===== src/rtl/fifo_traffic_gen_if.sv =====
// rtl/fifo_traffic_gen_if.sv - FIFO handshake bundle between traffic generator and FIFO under test
`ifndef FIFO_DWIDTH
`define FIFO_DWIDTH 8
`endif

interface fifo_traffic_gen_if #(
  parameter int WIDTH = `FIFO_DWIDTH
);
  logic             push;
  logic             pop;
  logic             start;
  logic [WIDTH-1:0] data_out;
  logic             full;
  logic             empty;

  modport master (output push, pop, start, data_out, input full, empty);
  modport slave  (input push, pop, start, data_out, output full, empty);
endinterface


===== src/rtl/fifo_traffic_gen.sv =====
// rtl/fifo_traffic_gen.sv - constrained FIFO push/pop generator with magic-packet tracking (optional stall: FTG_STALL_EN)
`ifndef FIFO_DWIDTH
`define FIFO_DWIDTH 8
`endif
`ifndef FIFO_DEPTH
`define FIFO_DEPTH 8
`endif

module fifo_traffic_gen #(
  parameter int          WIDTH    = `FIFO_DWIDTH,
  parameter int          DEPTH    = `FIFO_DEPTH,
  parameter int          CNTWID   = $clog2(DEPTH) + 1,
  parameter int          NUM_PUSH = 16,
  parameter int          MAGIC_AT = 3,
  parameter logic [15:0] SEED     = 16'hACE1
) (
  input  logic              clk,
  input  logic              rst,
  input  logic              enable,
`ifdef FTG_STALL_EN
  input  logic              stall,
`endif
  fifo_traffic_gen_if.master fifo,
  output logic [WIDTH-1:0]  magic_data,
  output logic              magic_out,
  output logic [CNTWID-1:0] occupancy,
  output logic              done
);

  typedef enum logic [1:0] {IDLE, RUN, DRAIN, DONE} state_t;

  localparam logic [15:0]       LAST_PUSH = 16'(NUM_PUSH - 1);
  localparam logic [15:0]       MAGIC_IDX = 16'(MAGIC_AT);
  localparam logic [CNTWID-1:0] FULL_CNT  = CNTWID'(DEPTH);
  localparam logic [CNTWID-1:0] ONE       = CNTWID'(1);

  state_t            state;
  state_t            state_next;
  logic [15:0]       lfsr;
  logic [15:0]       push_cnt;
  logic [CNTWID-1:0] occ_next;
  logic [CNTWID-1:0] magic_pos;
  logic              magic_live;
  logic              stall_i;
  logic              push;
  logic              pop;
  logic              start;
  logic              advance;
  logic              lfsr_fb;

`ifdef FTG_STALL_EN
  assign stall_i = stall;
`else
  assign stall_i = 1'b0;
`endif

  assign fifo.push     = push;
  assign fifo.pop      = pop;
  assign fifo.start    = start;
  assign fifo.data_out = WIDTH'(push_cnt);

  // Taps 16,14,13,11 in 1-based numbering; shift toward the MSB.
  assign lfsr_fb = lfsr[15] ^ lfsr[13] ^ lfsr[12] ^ lfsr[10];
  assign advance = ((state == RUN) || (state == DRAIN)) && !stall_i;

  // Next state and handshake decode; full/empty gate push/pop unconditionally.
  always_comb begin
    state_next = state;
    push       = 1'b0;
    pop        = 1'b0;
    start      = 1'b0;
    done       = 1'b0;
    case (state)
      IDLE: begin
        if (enable && !stall_i) state_next = RUN;
      end
      RUN: begin
        push = lfsr[0] & ~fifo.full & ~stall_i;
        pop  = lfsr[1] & ~fifo.empty & ~stall_i;
        if (push && (push_cnt == LAST_PUSH)) state_next = DRAIN;
      end
      DRAIN: begin
        pop = ~fifo.empty & ~stall_i;
        if (!stall_i && (occupancy == '0) && !pop) state_next = DONE;
      end
      DONE: begin
        done = 1'b1;
      end
      default: state_next = IDLE;
    endcase
    start = push & (push_cnt == MAGIC_IDX) & ~magic_live;
  end

  // Occupancy model with defensive clamping at both ends.
  always_comb begin
    occ_next = occupancy;
    if (push && !pop && (occupancy != FULL_CNT))
      occ_next = occupancy + ONE;
    else if (pop && !push && (occupancy != '0))
      occ_next = occupancy - ONE;
  end

  // State register.
  always_ff @(posedge clk or posedge rst) begin
    if (rst) state <= IDLE;
    else     state <= state_next;
  end

  // LFSR steps only while active; push counter tracks issued pushes.
  always_ff @(posedge clk or posedge rst) begin
    if (rst) begin
      lfsr     <= SEED;
      push_cnt <= '0;
    end else begin
      if (advance) lfsr <= {lfsr[14:0], lfsr_fb};
      if (push)    push_cnt <= push_cnt + 16'd1;
    end
  end

  // Occupancy register.
  always_ff @(posedge clk or posedge rst) begin
    if (rst) occupancy <= '0;
    else     occupancy <= occ_next;
  end

  // Magic packet: capture on injection, count entries ahead down on each pop, pulse when it leaves.
  always_ff @(posedge clk or posedge rst) begin
    if (rst) begin
      magic_pos  <= '0;
      magic_live <= 1'b0;
      magic_data <= '0;
      magic_out  <= 1'b0;
    end else begin
      magic_out <= 1'b0;
      if (start) begin
        magic_data <= fifo.data_out;
        magic_live <= 1'b1;
        magic_pos  <= (pop && (occupancy != '0)) ? occupancy - ONE : occupancy;
      end else if (magic_live && pop) begin
        if (magic_pos == '0) begin
          magic_out  <= 1'b1;
          magic_live <= 1'b0;
        end else begin
          magic_pos <= magic_pos - ONE;
        end
      end
    end
  end

`ifdef FORMAL
  // External full/empty must agree with the modelled count; a disagreement is a harness error.
  always @(posedge clk) begin
    if (!rst) begin
      assert (!(fifo.full && (occupancy != FULL_CNT)));
      assert (!(fifo.empty && (occupancy != '0)));
    end
  end
`endif

endmodule


===== src/flat_wrapper.sv =====
// flat-port wrapper written by rule: the top's interface ports become plain ports
module fifo_traffic_gen_flat 
#(
  parameter int          WIDTH    = `FIFO_DWIDTH,
  parameter int          DEPTH    = `FIFO_DEPTH,
  parameter int          CNTWID   = $clog2(DEPTH) + 1,
  parameter int          NUM_PUSH = 16,
  parameter int          MAGIC_AT = 3,
  parameter logic [15:0] SEED     = 16'hACE1
)
  (clk, rst, enable, magic_data, magic_out, occupancy, done, fifo_push, fifo_pop, fifo_start, fifo_data_out, fifo_full, fifo_empty);
  fifo_traffic_gen_if #(.WIDTH(WIDTH)) fifo_i ();
  input  logic clk;
  input  logic rst;
  input  logic enable;
  output logic [WIDTH-1:0] magic_data;
  output logic magic_out;
  output logic [CNTWID-1:0] occupancy;
  output logic done;
  output wire logic [$bits(fifo_i.push)-1:0] fifo_push;
  output wire logic [$bits(fifo_i.pop)-1:0] fifo_pop;
  output wire logic [$bits(fifo_i.start)-1:0] fifo_start;
  output wire logic [$bits(fifo_i.data_out)-1:0] fifo_data_out;
  input wire logic [$bits(fifo_i.full)-1:0] fifo_full;
  input wire logic [$bits(fifo_i.empty)-1:0] fifo_empty;
  assign fifo_push = fifo_i.push;
  assign fifo_pop = fifo_i.pop;
  assign fifo_start = fifo_i.start;
  assign fifo_data_out = fifo_i.data_out;
  assign fifo_i.full = fifo_full;
  assign fifo_i.empty = fifo_empty;
  fifo_traffic_gen #(.WIDTH(WIDTH), .DEPTH(DEPTH), .CNTWID(CNTWID), .NUM_PUSH(NUM_PUSH), .MAGIC_AT(MAGIC_AT), .SEED(SEED)) u_core (.clk(clk), .rst(rst), .enable(enable), .fifo(fifo_i), .magic_data(magic_data), .magic_out(magic_out), .occupancy(occupancy), .done(done));
endmodule

===== config.mk =====
export PLATFORM = sky130hd
export DESIGN_NAME = fifo_traffic_gen_flat
export DESIGN_NICKNAME = d
export VERILOG_FILES = /design/src/rtl/fifo_traffic_gen_if.sv /design/src/rtl/fifo_traffic_gen.sv /design/src/flat_wrapper.sv
export SDC_FILE = /design/constraint.sdc
export NUM_CORES = 1
export LEC_CHECK = 0
export ABC_CLOCK_PERIOD_IN_PS = 4950
export BUFFER_PORTS_ARGS = -buffer_cell sky130_fd_sc_hd__buf_2
export CAP_MARGIN = 20
export CORE_ASPECT_RATIO = 2
export CORE_MARGIN = 2
export CORE_UTILIZATION = 55
export CTS_BUF_LIST = sky130_fd_sc_hd__clkbuf_16
export DETAILED_ROUTE_END_ITERATION = 12
export PLACE_DENSITY = 0.76
export SLEW_MARGIN = 15
export SYNTH_ARGS = -nofsm -noshare
export SYNTH_HDL_FRONTEND = slang
export SYNTH_SLANG_ARGS = --single-unit
export TNS_END_PERCENT = 10

===== constraint.sdc =====
create_clock -name clk -period 4.95 [get_ports clk]
set_clock_uncertainty 0.15 [all_clocks]
set_input_delay 0.495 -clock clk [delete_from_list [all_inputs] [get_ports clk]]
set_output_delay 0.495 -clock clk [all_outputs]
set_load 0.01 [all_outputs]

==> run metrics <==
via count 1750; Max Root-Sink Buffers 2; worst path cell trace inv_1, ha_1, nand3b_2, inv_1, nand3_1, or2_2, inv_1, buf_2; DIE WIDTH 52.7 µm; placed inst area 2720 µm²; Critical Path AT 2.37 ns; most common cell after layout, fill and taps aside dfrtp_1; Worst setup EP type output port; largest net degree at the start of global routing 53; Slew @ Worst Pin 0.868 ns; Setup Viol. Count Final 0; Max Freq 331 MHz; asr flop ratio synth 1.00; CP peak stage delay 0.42 ns; CP dominant cell by count inv_1; clk sinks 52; CP top delay family simple AND/OR/NAND/NOR gates; Hold-fix buffers, CTS 0; Seq/Total Area, Yosys 0.502; RSZ-0062 raised after global routing false; DRC 0; std cell rows 35; H-tree Lvls 2; EDFF count, synth 0; share of cells above drive strength 1 0.279; CTS root buffer clkbuf_16; Yosys reg bits 52; worst relative slew slack 0.421; Vias/cell 5.72; vias in the first global route 1746; TritonCTS buffer count 5; CP Buf/Inv Count 4; post-route cell area 2860 µm²; Worst Path Max Fanout 13; MaxCap Viol Count 0; die height 101 µm; postcts setup bufs 0; critical path class flop to output port; outcome finished clean; worst hold path class input pin to asynchronous set/reset pin; Die ar. 5350 µm²; P&R area growth vs syn 9.53%; cells after synthesis 231; GPL Wtd Cong 0.855; required time worst endpoint 4.30 ns; detailed-router iteration count before antenna repair 4; Avg Synthesized Cell Area 11.3 µm²; Core Footprint 4600 µm²; global-route wire length before repair 7630 µm; GRT Total Usage 0.190; CTS tree yes; initial antenna violation count 0; DR WL/cell 14.8 µm; post-CTS sizing 0; Synth cell types 46; GR Overflow Total 0; Max VDD drop 0.261 mV; DP Wirelength 3320 µm; Net Count, Synth 246; clock insertion delay at the later pin of the skew report 0.29 ns; final wirelength 4520 µm; WHS 0.205 ns; top_reg_cell synth dfrtp_1; Iteration-0 DRC Markers 30; Initial Util 0.568; post-synthesis cell area 2610 µm²; final design utilization 0.623; Antenna Cells 0; Final Max Slew Viols 0; PortBufs 29; clock-pin slew on the worst setup and hold paths 0.07 ns; Power Density 269 nW/µm²; Pleak 1.48 nW; commonest non-fill, non-tap cells in the layout 44 x dfrtp_1, 29 x buf_2, 20 x mux2_2, 16 x xnor2_1, 13 x inv_1; Yosys warning total 0; Final Critical Period 3.02 ns; NumNets Final 265; Final Hold Viols 0; Slowest-stage cell, CP or2_2; # IOs 30; Final ANT Viol Nets 0; setup_tns 0 ns; Final Cycle Share 0.610; startpoint types flop
through the flow:
stage	total power [W]	cells	setup slack, ns
global placement	0.000445	298	2.28
finish	0.000770	306	1.93
detailed placement	0.000445	298	2.20
floorplan	0.000442	231	2.66
CTS	0.000776	306	1.91
global route	0.000793	306	1.72
synthesized netlist by cell type, types with 5 or more instances:
master | instances | area share
buf_4 | 8 | 0.023
ha_1 | 10 | 0.048
and2_1 | 6 | 0.014
dfstp_2 | 8 | 0.080
xor2_1 | 5 | 0.017
nand3_1 | 9 | 0.017
clkbuf_1 | 6 | 0.0086
nand2_1 | 10 | 0.014
nor3_1 | 8 | 0.015
mux2_2 | 20 | 0.086
inv_1 | 14 | 0.020
nor2_1 | 8 | 0.011
dfrtp_1 | 44 | 0.42
nor4_1 | 6 | 0.014
xnor2_1 | 16 | 0.054
kinds of logic after synthesis:
family          count (synthesis)  synth area share
compound gates                 24            0.0665
xor+xnor                       21            0.0704
fa+ha+maj                      10            0.0479
buf+inv                        31            0.0622
flops                          52             0.502
mux                            24             0.101
simple gates                   69             0.150
report_power, final:
part           leakage, nW  switching (W)  internal [W]
registers            0.671              0      0.000425
clock network       0.0635       0.000147      0.000185
logic                0.745     0.00000956    0.00000209
total                 1.48       0.000157      0.000613
layer usage:
metal / vias up / share of wire / GRT usage
li1: 825 / - / -
met4: 0 / 0.024 / 0.0809
met5: - / 0 / 0
met3: 11 / 0.032 / 0.0383
met2: 34 / 0.56 / 0.343
met1: 880 / 0.38 / 0.206
registers in the layout, indices dropped and copies added, names as in the netlist:
| signal | cells |
|---|---|
| u_core.lfsr | 16 |
| u_core.state | 2 |
| u_core.push_cnt | 16 |
| u_core.magic_data | 8 |
| u_core.magic_pos | 4 |
| u_core.occupancy | 4 |
| u_core.magic_out | 1 |
| u_core.magic_live | 1 |
area by class of cell:
class                   count  area [µm²]
clock buffers               5         125
flip-flops and latches     52        1310
fillers                   387        1740
inverters                  14        53.8
repair buffers             29         145
well taps                  55        68.8
multi-input cells         148        1140
clock inverters             3        18.8
worst reg2reg max path, stage by stage (launching register included):
cell,delay (ns)
dfrtp_1,0.40
inv_1,0.09
ha_1,0.75
nand2b_4,0.18
or4_4,0.57
or3_1,0.36
a31oi_1,0.16
worst paths after layout:
check / start / end / slack, ns / cells after the start
worst max-delay path: u_core.state[1]$_DFFE_PP0P_ / fifo_start / 1.93 / 8
worst min-delay path: rst / u_core.magic_data[1]$_DFFE_PP0N_ / 0.20 / 2
worst max register to register: u_core.state[0]$_DFFE_PP0P_ / u_core.magic_pos[3]$_DFFE_PP0P_ / 2.23 / 6
worst min register to register: u_core.magic_data[2]$_DFFE_PP0N_ / u_core.magic_data[2]$_DFFE_PP0N_ / 0.33 / 1
max in group asynchronous: rst / u_core.state[1]$_DFFE_PP0P_ / 3.93 / 2
min in group clk: u_core.magic_data[2]$_DFFE_PP0N_ / u_core.magic_data[2]$_DFFE_PP0N_ / 0.33 / 1
Note: power is estimated with default switching activity, not from simulation.
